`src/rtl/inst_mem_banked_if.sv`:
```
// Fetch and load bus of the banked instruction memory.
// The processor fetch path and the program loader use the master side; the memory uses the slave side.
interface inst_mem_banked_if #(
    parameter int unsigned INST_W = 8,
    parameter int unsigned ADDR_W = 8,
    parameter int unsigned BANK_W = 1
);
    logic              fetch_req_i;
    logic [BANK_W-1:0] bank_sel_i;
    logic [ADDR_W-1:0] address_i;
    logic [INST_W-1:0] instruction_o;
    logic              inst_valid_o;
    logic              load_en_i;
    logic [BANK_W-1:0] load_bank_i;
    logic [ADDR_W-1:0] load_addr_i;
    logic [INST_W-1:0] load_data_i;
    logic              load_err_o;
    logic              ready_o;

    modport master (
        output fetch_req_i, bank_sel_i, address_i,
        output load_en_i, load_bank_i, load_addr_i, load_data_i,
        input  instruction_o, inst_valid_o, load_err_o, ready_o
    );

    modport slave (
        input  fetch_req_i, bank_sel_i, address_i,
        input  load_en_i, load_bank_i, load_addr_i, load_data_i,
        output instruction_o, inst_valid_o, load_err_o, ready_o
    );
endinterface

```
`src/rtl/inst_mem_banked.sv`:
```
// Loadable multi-bank instruction memory with registered fetch.
// After reset every word is overwritten with HALT_INST, one index per cycle across all banks.
module inst_mem_banked #(
    parameter int unsigned       INST_W    = 8,
    parameter int unsigned       ADDR_W    = 8,
    parameter int unsigned       DEPTH     = 256,
    parameter int unsigned       NUM_BANKS = 2,
    parameter int unsigned       BANK_W    = (NUM_BANKS > 1) ? $clog2(NUM_BANKS) : 1,
    parameter logic [INST_W-1:0] HALT_INST = INST_W'(8'b11100000)
) (
    input logic              clk_i,
    input logic              rst_n_i,
    inst_mem_banked_if.slave bus
);
    localparam int unsigned      IDX_W    = (DEPTH > 1) ? $clog2(DEPTH) : 1;
    localparam logic [ADDR_W:0]  DEPTH_L  = (ADDR_W + 1)'(DEPTH);
    localparam logic [BANK_W:0]  BANKS_L  = (BANK_W + 1)'(NUM_BANKS);
    localparam logic [IDX_W-1:0] LAST_IDX = IDX_W'(DEPTH - 1);

    typedef enum logic [0:0] {
        S_CLEAR,
        S_READY
    } state_t;

    state_t            r_state;
    state_t            w_state_next;
    logic [IDX_W-1:0]  r_clr_idx;
    logic [INST_W-1:0] r_inst;
    logic              r_valid;
    logic              r_load_err;

    logic              w_fetch_in_range;
    logic              w_load_in_range;
    logic              w_fetch_ok;
    logic              w_load_ok;
    logic [IDX_W-1:0]  w_fetch_idx;
    logic [IDX_W-1:0]  w_load_idx;
    logic [INST_W-1:0] w_bank_rd [NUM_BANKS];

    // Range checks use the full address and bank width so nothing aliases.
    assign w_fetch_in_range = ({1'b0, bus.address_i} < DEPTH_L) &&
                              ({1'b0, bus.bank_sel_i} < BANKS_L);
    assign w_load_in_range  = ({1'b0, bus.load_addr_i} < DEPTH_L) &&
                              ({1'b0, bus.load_bank_i} < BANKS_L);
    assign w_fetch_ok  = bus.fetch_req_i && (r_state == S_READY);
    assign w_load_ok   = bus.load_en_i && w_load_in_range && (r_state == S_READY);
    assign w_fetch_idx = bus.address_i[IDX_W-1:0];
    assign w_load_idx  = bus.load_addr_i[IDX_W-1:0];

    always_ff @(posedge clk_i) begin
        // NOTE: sequential state uses non-blocking assignments so every register samples pre-edge values.
        if (!rst_n_i) begin
            r_state   <= S_CLEAR;
            r_clr_idx <= '0;
        end else begin
            r_state <= w_state_next;
            if (r_state == S_CLEAR) begin
                r_clr_idx <= r_clr_idx + 1'b1;
            end
        end
    end

    always_comb begin
        // NOTE: the default assignment first keeps this block free of inferred latches.
        w_state_next = r_state;
        if ((r_state == S_CLEAR) && (r_clr_idx == LAST_IDX)) begin
            w_state_next = S_READY;
        end
    end

    // One write port per bank, shared between the clear sweep and the loader.
    for (genvar gb = 0; gb < NUM_BANKS; gb++) begin : g_bank
        logic [INST_W-1:0] r_bank [DEPTH];

        always_ff @(posedge clk_i) begin
            // NOTE: the array has no reset branch; the CLEAR sweep initialises it instead.
            if (rst_n_i) begin
                if (r_state == S_CLEAR) begin
                    r_bank[r_clr_idx] <= HALT_INST;
                end else if (w_load_ok && (bus.load_bank_i == BANK_W'(gb))) begin
                    r_bank[w_load_idx] <= bus.load_data_i;
                end
            end
        end

        assign w_bank_rd[gb] = r_bank[w_fetch_idx];
    end

    // The read samples the array before any same-edge load lands, giving read-first behaviour.
    always_ff @(posedge clk_i) begin
        if (!rst_n_i) begin
            r_inst     <= HALT_INST;
            r_valid    <= 1'b0;
            r_load_err <= 1'b0;
        end else begin
            r_valid    <= w_fetch_ok;
            r_load_err <= bus.load_en_i && !w_load_ok;
            if (w_fetch_ok) begin
                r_inst <= w_fetch_in_range ? w_bank_rd[bus.bank_sel_i] : HALT_INST;
            end
        end
    end

    assign bus.instruction_o = r_inst;
    assign bus.inst_valid_o  = r_valid;
    assign bus.load_err_o    = r_load_err;
    assign bus.ready_o       = (r_state == S_READY);
endmodule

```
`src/flat_wrapper.sv`:
```
// flat-port wrapper written by rule: the top's interface ports become plain ports
module inst_mem_banked_flat 
#(
    parameter int unsigned       INST_W    = 8,
    parameter int unsigned       ADDR_W    = 8,
    parameter int unsigned       DEPTH     = 256,
    parameter int unsigned       NUM_BANKS = 2,
    parameter int unsigned       BANK_W    = (NUM_BANKS > 1) ? $clog2(NUM_BANKS) : 1,
    parameter logic [INST_W-1:0] HALT_INST = INST_W'(8'b11100000)
)
  (clk_i, rst_n_i, bus_fetch_req_i, bus_bank_sel_i, bus_address_i, bus_load_en_i, bus_load_bank_i, bus_load_addr_i, bus_load_data_i, bus_instruction_o, bus_inst_valid_o, bus_load_err_o, bus_ready_o);
  inst_mem_banked_if #(.INST_W(INST_W), .ADDR_W(ADDR_W), .BANK_W(BANK_W)) bus_i ();
  input logic clk_i;
  input logic rst_n_i;
  input wire logic [$bits(bus_i.fetch_req_i)-1:0] bus_fetch_req_i;
  input wire logic [$bits(bus_i.bank_sel_i)-1:0] bus_bank_sel_i;
  input wire logic [$bits(bus_i.address_i)-1:0] bus_address_i;
  input wire logic [$bits(bus_i.load_en_i)-1:0] bus_load_en_i;
  input wire logic [$bits(bus_i.load_bank_i)-1:0] bus_load_bank_i;
  input wire logic [$bits(bus_i.load_addr_i)-1:0] bus_load_addr_i;
  input wire logic [$bits(bus_i.load_data_i)-1:0] bus_load_data_i;
  output wire logic [$bits(bus_i.instruction_o)-1:0] bus_instruction_o;
  output wire logic [$bits(bus_i.inst_valid_o)-1:0] bus_inst_valid_o;
  output wire logic [$bits(bus_i.load_err_o)-1:0] bus_load_err_o;
  output wire logic [$bits(bus_i.ready_o)-1:0] bus_ready_o;
  assign bus_i.fetch_req_i = bus_fetch_req_i;
  assign bus_i.bank_sel_i = bus_bank_sel_i;
  assign bus_i.address_i = bus_address_i;
  assign bus_i.load_en_i = bus_load_en_i;
  assign bus_i.load_bank_i = bus_load_bank_i;
  assign bus_i.load_addr_i = bus_load_addr_i;
  assign bus_i.load_data_i = bus_load_data_i;
  assign bus_instruction_o = bus_i.instruction_o;
  assign bus_inst_valid_o = bus_i.inst_valid_o;
  assign bus_load_err_o = bus_i.load_err_o;
  assign bus_ready_o = bus_i.ready_o;
  inst_mem_banked #(.INST_W(INST_W), .ADDR_W(ADDR_W), .DEPTH(DEPTH), .NUM_BANKS(NUM_BANKS), .BANK_W(BANK_W), .HALT_INST(HALT_INST)) u_core (.clk_i(clk_i), .rst_n_i(rst_n_i), .bus(bus_i));
endmodule
```
`config.mk`:
```
export PLATFORM = sky130hd
export DESIGN_NAME = inst_mem_banked_flat
export DESIGN_NICKNAME = d
export VERILOG_FILES = /design/src/rtl/inst_mem_banked_if.sv /design/src/rtl/inst_mem_banked.sv /design/src/flat_wrapper.sv
export SDC_FILE = /design/constraint.sdc
export NUM_CORES = 2
export LEC_CHECK = 0
export CORE_MARGIN = 4
export CORE_UTILIZATION = 59
export DETAILED_ROUTE_END_ITERATION = 7
export HOLD_SLACK_MARGIN = 0.05
export PLACE_DENSITY_LB_ADDON = 0.3
export SYNTH_ARGS = -nofsm -noshare
export SYNTH_HDL_FRONTEND = slang
export SYNTH_SLANG_ARGS = --single-unit
```
`constraint.sdc`:
```
create_clock -name clk_i -period 10 [get_ports clk_i]
set_input_delay 1.5 -clock clk_i [delete_from_list [all_inputs] [get_ports clk_i]]
set_output_delay 1.5 -clock clk_i [all_outputs]
set_load 0.03 [all_outputs]
```
==> results.yml <==
outcome:
  outcome: "finished with violations"
  failed_checks: "max-capacitance violations"
clocking:
  clock_slew_at_the_register_clock_pins_of_the_worst_setup_and_hold_paths_ns: 0.06
  cts_tree: "yes"
  cts_buffer_count: 400
  postCtsSetupBuffers: 0
  h-tree-depth: 5
  clock-root-buffer: "sky130_fd_sc_hd__clkbuf_16"
  hold_buffers: 0
  cts.sink_count: 4115
  cts_resized: 0
  clock_insertion_delay_worst_skew_ns: 0.94
  clk_path_buf_depth: 4
drt:
  drt-vias-per-instance: 6.95
  drc_errors: 0
  routed-via-count: 79900
  avgRoutedWirePerCell_um: 35.3
  firstDrtPassIters: 8
  postRouteAntennaNets: 0
  drt-initial-drc-count: 12500
  drt_wl_total_um: 406000
timing:
  hold_viol: 0
  max-slew-margin-rel: 0.0144
  timing.fmax_ghz: 0.169
  finClkSkew_ns: 0.0774
  timing_max_transition_violations_final: 0
  grt_setup_unrepaired: "false"
  finalWorstPathRequiredPeriod_ns: 5.90
  tightestPinTransition_ns: 1.47
  setup_viol: 0
  layout_worst_path_cycle_share: 0.590
  setup_tns_after_final_layout_ns: 0
global_route:
  grt_pass1_vias: 79200
  grt_use_total: 0.292
  grt_remaining_overflow: 0
  maximum_number_of_pins_on_one_net_before_global_route_repair: 198
  antenna_found_initial: 19
  wire_length_of_the_first_global_routing_pass_um: 584000
worst_setup_path:
  critical-path-slowest-cell: "sky130_fd_sc_hd__o21ai_0"
  critical_path_arrival_ns: 6.40
  path_class: "in2reg"
  timing.critical_path.cells: "clkdlybuf4s50_1 > buf_4 > nand3_1 > nand2b_1 > o21ai_0 > nand2_1 > nor2_1"
  end_kind: "flop"
  worst_path_dominant_cell_family: "simple AND/OR/NAND/NOR gates"
  worst_ep_required_time_ns: 10.49
  crit_path_start_kind: "input pin"
  crit_path_max_fanout: 27
  critical_path.max_stage_delay_ns: 1.20
  critical_path_buf_inv_count: 2
cells_and_area:
  fillCellCount: 16700
  instances_no_fill: 11500
  final_std_cell_area_no_fill_um2: 177000
  final_nets: 7658
  drive_above_1_share: 0.230
  syn_to_final_growth_pct: 10.6
place:
  post_dp_cell_area_um2: 164000
  placed_cells: 10800
  detailedPlacementHpwl_um: 241000
  placement.io_buffers: 40
  routabilityCongestion: 0.895
synth:
  post_synth_simple_gate_area: 0.0266
  synth_warnings: 0
  synth.lib_cells_used.distinct: 63
  area_fraction_in_compound_gates_after_synthesis: 0.0217
  postSynthCellCount: 7450
  async_flop_share: 0
  synth.cell_area_um2: 160000
  yosys_register_bits: 4115
  syn_nets: 7481
  synth-adder-area-share: 0.0000781
  ys_dominant_reg_cell: "sky130_fd_sc_hd__edfxtp_1"
  synth.yosys.seq_area_share: 0.771
  avgSynthCellArea_um2: 21.5
  dominant_combinational_cell_family_by_area_after_synthesis: "multiplexers"
  synthMuxAreaShare: 0.167
  synth-xor-area-share: 0.000383
  synth-edff-count: 4096
die:
  std_cell_rows: 190
  initial_core_util: 0.595
  die_height_um: 529
  die_width_um: 529
  core-area_um2: 269000
  fp.dieArea_um2: 280000
  io_pins: 41
pwr:
  comb_power_share: 0.029
  power_frac_clock: 0.429
  largest_vdd_supply_drop_uv: 185
  power.density_nw_per_um2: 195
  switchingPower_mw: 7.03
  leakage_nw: 64.2
  netSwitchingFraction: 0.204
  seq_power_share: 0.542
  cell_internal_pwr_mw: 27.4
job:
  max_cap_viol_count: 1
hold_path:
  min_delay_worst_type: "reg2reg"
[power by group through the flow]
stage,combinational (mW),clock [mW],sequential (mW)
after floorplan,0.650,0,19.0
after global placement,0.973,0,19.1
after detailed placement,0.981,0,19.1
after CTS,0.986,14.9,18.7
after global routing,1.02,15.7,18.7
final,0.990,14.8,18.7
[synthesized netlist by cell type, drive strengths merged (3+ instances only)]
cell type,count,share of area
o211ai,5,0.00023
a221oi,19,0.0010
mux4,1027,0.14
inv,5,0.00012
a32oi,4,0.00022
o2111ai,5,0.00027
mux2,7,0.00049
a21boi,4,0.00019
nand2,213,0.0050
clkbuf,190,0.0045
nor2,564,0.013
and3,8,0.00031
a22oi,43,0.0020
dfxtp,19,0.0024
o221ai,92,0.0050
nor3b,4,0.00019
or2,8,0.00031
o21a,4,0.00019
nand2b,16,0.00063
o22ai,67,0.0026
a21oi,86,0.0027
buf,246,0.0096
nor4,13,0.00051
o32ai,6,0.00033
a211o,3,0.00016
edfxtp,4096,0.77
xnor2,5,0.00027
nor3,41,0.0013
a2111oi,5,0.00027
a311oi,6,0.00033
nor2b,27,0.0011
o21ai,64,0.0020
and2,31,0.0012
or3,4,0.00016
nand4,13,0.00051
a31oi,20,0.00078
a211oi,34,0.0016
o31ai,14,0.00066
nand3,59,0.0018
a311o,5,0.00031
mux2i,345,0.022
[layout make-up]
cell class	instances	area [um^2]	area share
flip-flops and latches	4115	123000	0.696
multi-input cells	2893	34600	0.195
clock buffers	468	10400	0.0586
well taps	3552	4440	0.0251
clock inverters	254	2350	0.0133
repair buffers	211	1990	0.0112
inverters	6	40.0	0.000226
diodes	9	22.5	0.000127
[worst reg2reg max path, stage by stage, from the launching register on]
cell and delay, ns:
sky130_fd_sc_hd__dfxtp_1 0.32, sky130_fd_sc_hd__nand3_1 0.17, sky130_fd_sc_hd__nand2b_1 0.56, sky130_fd_sc_hd__o21ai_0 1.21, sky130_fd_sc_hd__nand2_1 1.05, sky130_fd_sc_hd__nor2_1 0.93
[placed cells by master, fill, tap and decap left out, drive strengths merged, types with 41 or more instances in the layout]
| cell type | count |
|---|---|
| buf | 178 |
| clkbuf | 468 |
| mux2i | 345 |
| edfxtp | 4096 |
| mux4 | 1027 |
| a21oi | 86 |
| clkinv | 181 |
| nor3 | 41 |
| o21ai | 64 |
| nor2 | 564 |
| nand3 | 59 |
| o221ai | 92 |
| nand2 | 213 |
| a22oi | 43 |
| o22ai | 67 |
[cell families (layout without fill, tap and decap cells)]
| kind of cell | Yosys count | count (layout) |
|---|---|---|
| other | 0 | 9 |
| and+or+nand+nor | 1008 | 1008 |
| DFF | 4115 | 4115 |
| AOI/OAI and AO/OA | 498 | 498 |
| xor gates and xnor gates | 7 | 7 |
| muxes | 1379 | 1379 |
| buffers and inverters | 442 | 939 |
| adders and majority gates | 1 | 1 |
[per-stage QoR]
| stage | util | setup slack (ns) | power (mW) | hold slack [ns] |
|---|---|---|---|---|
| final | 0.658 | 4.10 | 34.5 | 0.619 |
| after global routing | 0.658 | 4.02 | 35.4 | 0.673 |
| after CTS | 0.658 | 4.35 | 34.6 | 0.611 |
| after detailed placement | 0.611 | 3.45 | 20.0 | 0.600 |
| after global placement | 0.611 | 3.47 | 20.0 | 0.596 |
| after floorplan | - | 3.46 | 19.7 | 0.551 |
[sequential cells by signal, indices dropped and copies added (netlist names)]
register                  count
u_core.bus.inst_valid_o       1
u_core.bus.load_err_o         1
u_core.g_bank.r_bank       4096
u_core.bus.instruction_o      8
u_core.r_clr_idx              8
u_core.bus.ready_o            1
[layer usage]
layer / vias up / part of all wire / track usage
li1: 31600 / - / -
met1: 42000 / 0.36 / 0.412
met2: 5505 / 0.48 / 0.451
met3: 895 / 0.11 / 0.0573
met4: 8 / 0.053 / 0.131
met5: - / 0.00016 / 0
[path summary, 6_finish.rpt]
path                                          start                             end  slack, ns  cells past startpoint
worst max-delay path                        rst_n_i  u_core.g_bank[0].r_bank[71][4]       4.10                      7
worst min-delay path            u_core.r_clr_idx[7]              u_core.bus.ready_o       0.62                      2
worst max register to register   u_core.bus.ready_o  u_core.g_bank[0].r_bank[71][4]       5.32                      5
worst min register to register  u_core.r_clr_idx[7]              u_core.bus.ready_o       0.62                      2
(Power assumes the default switching activity.)
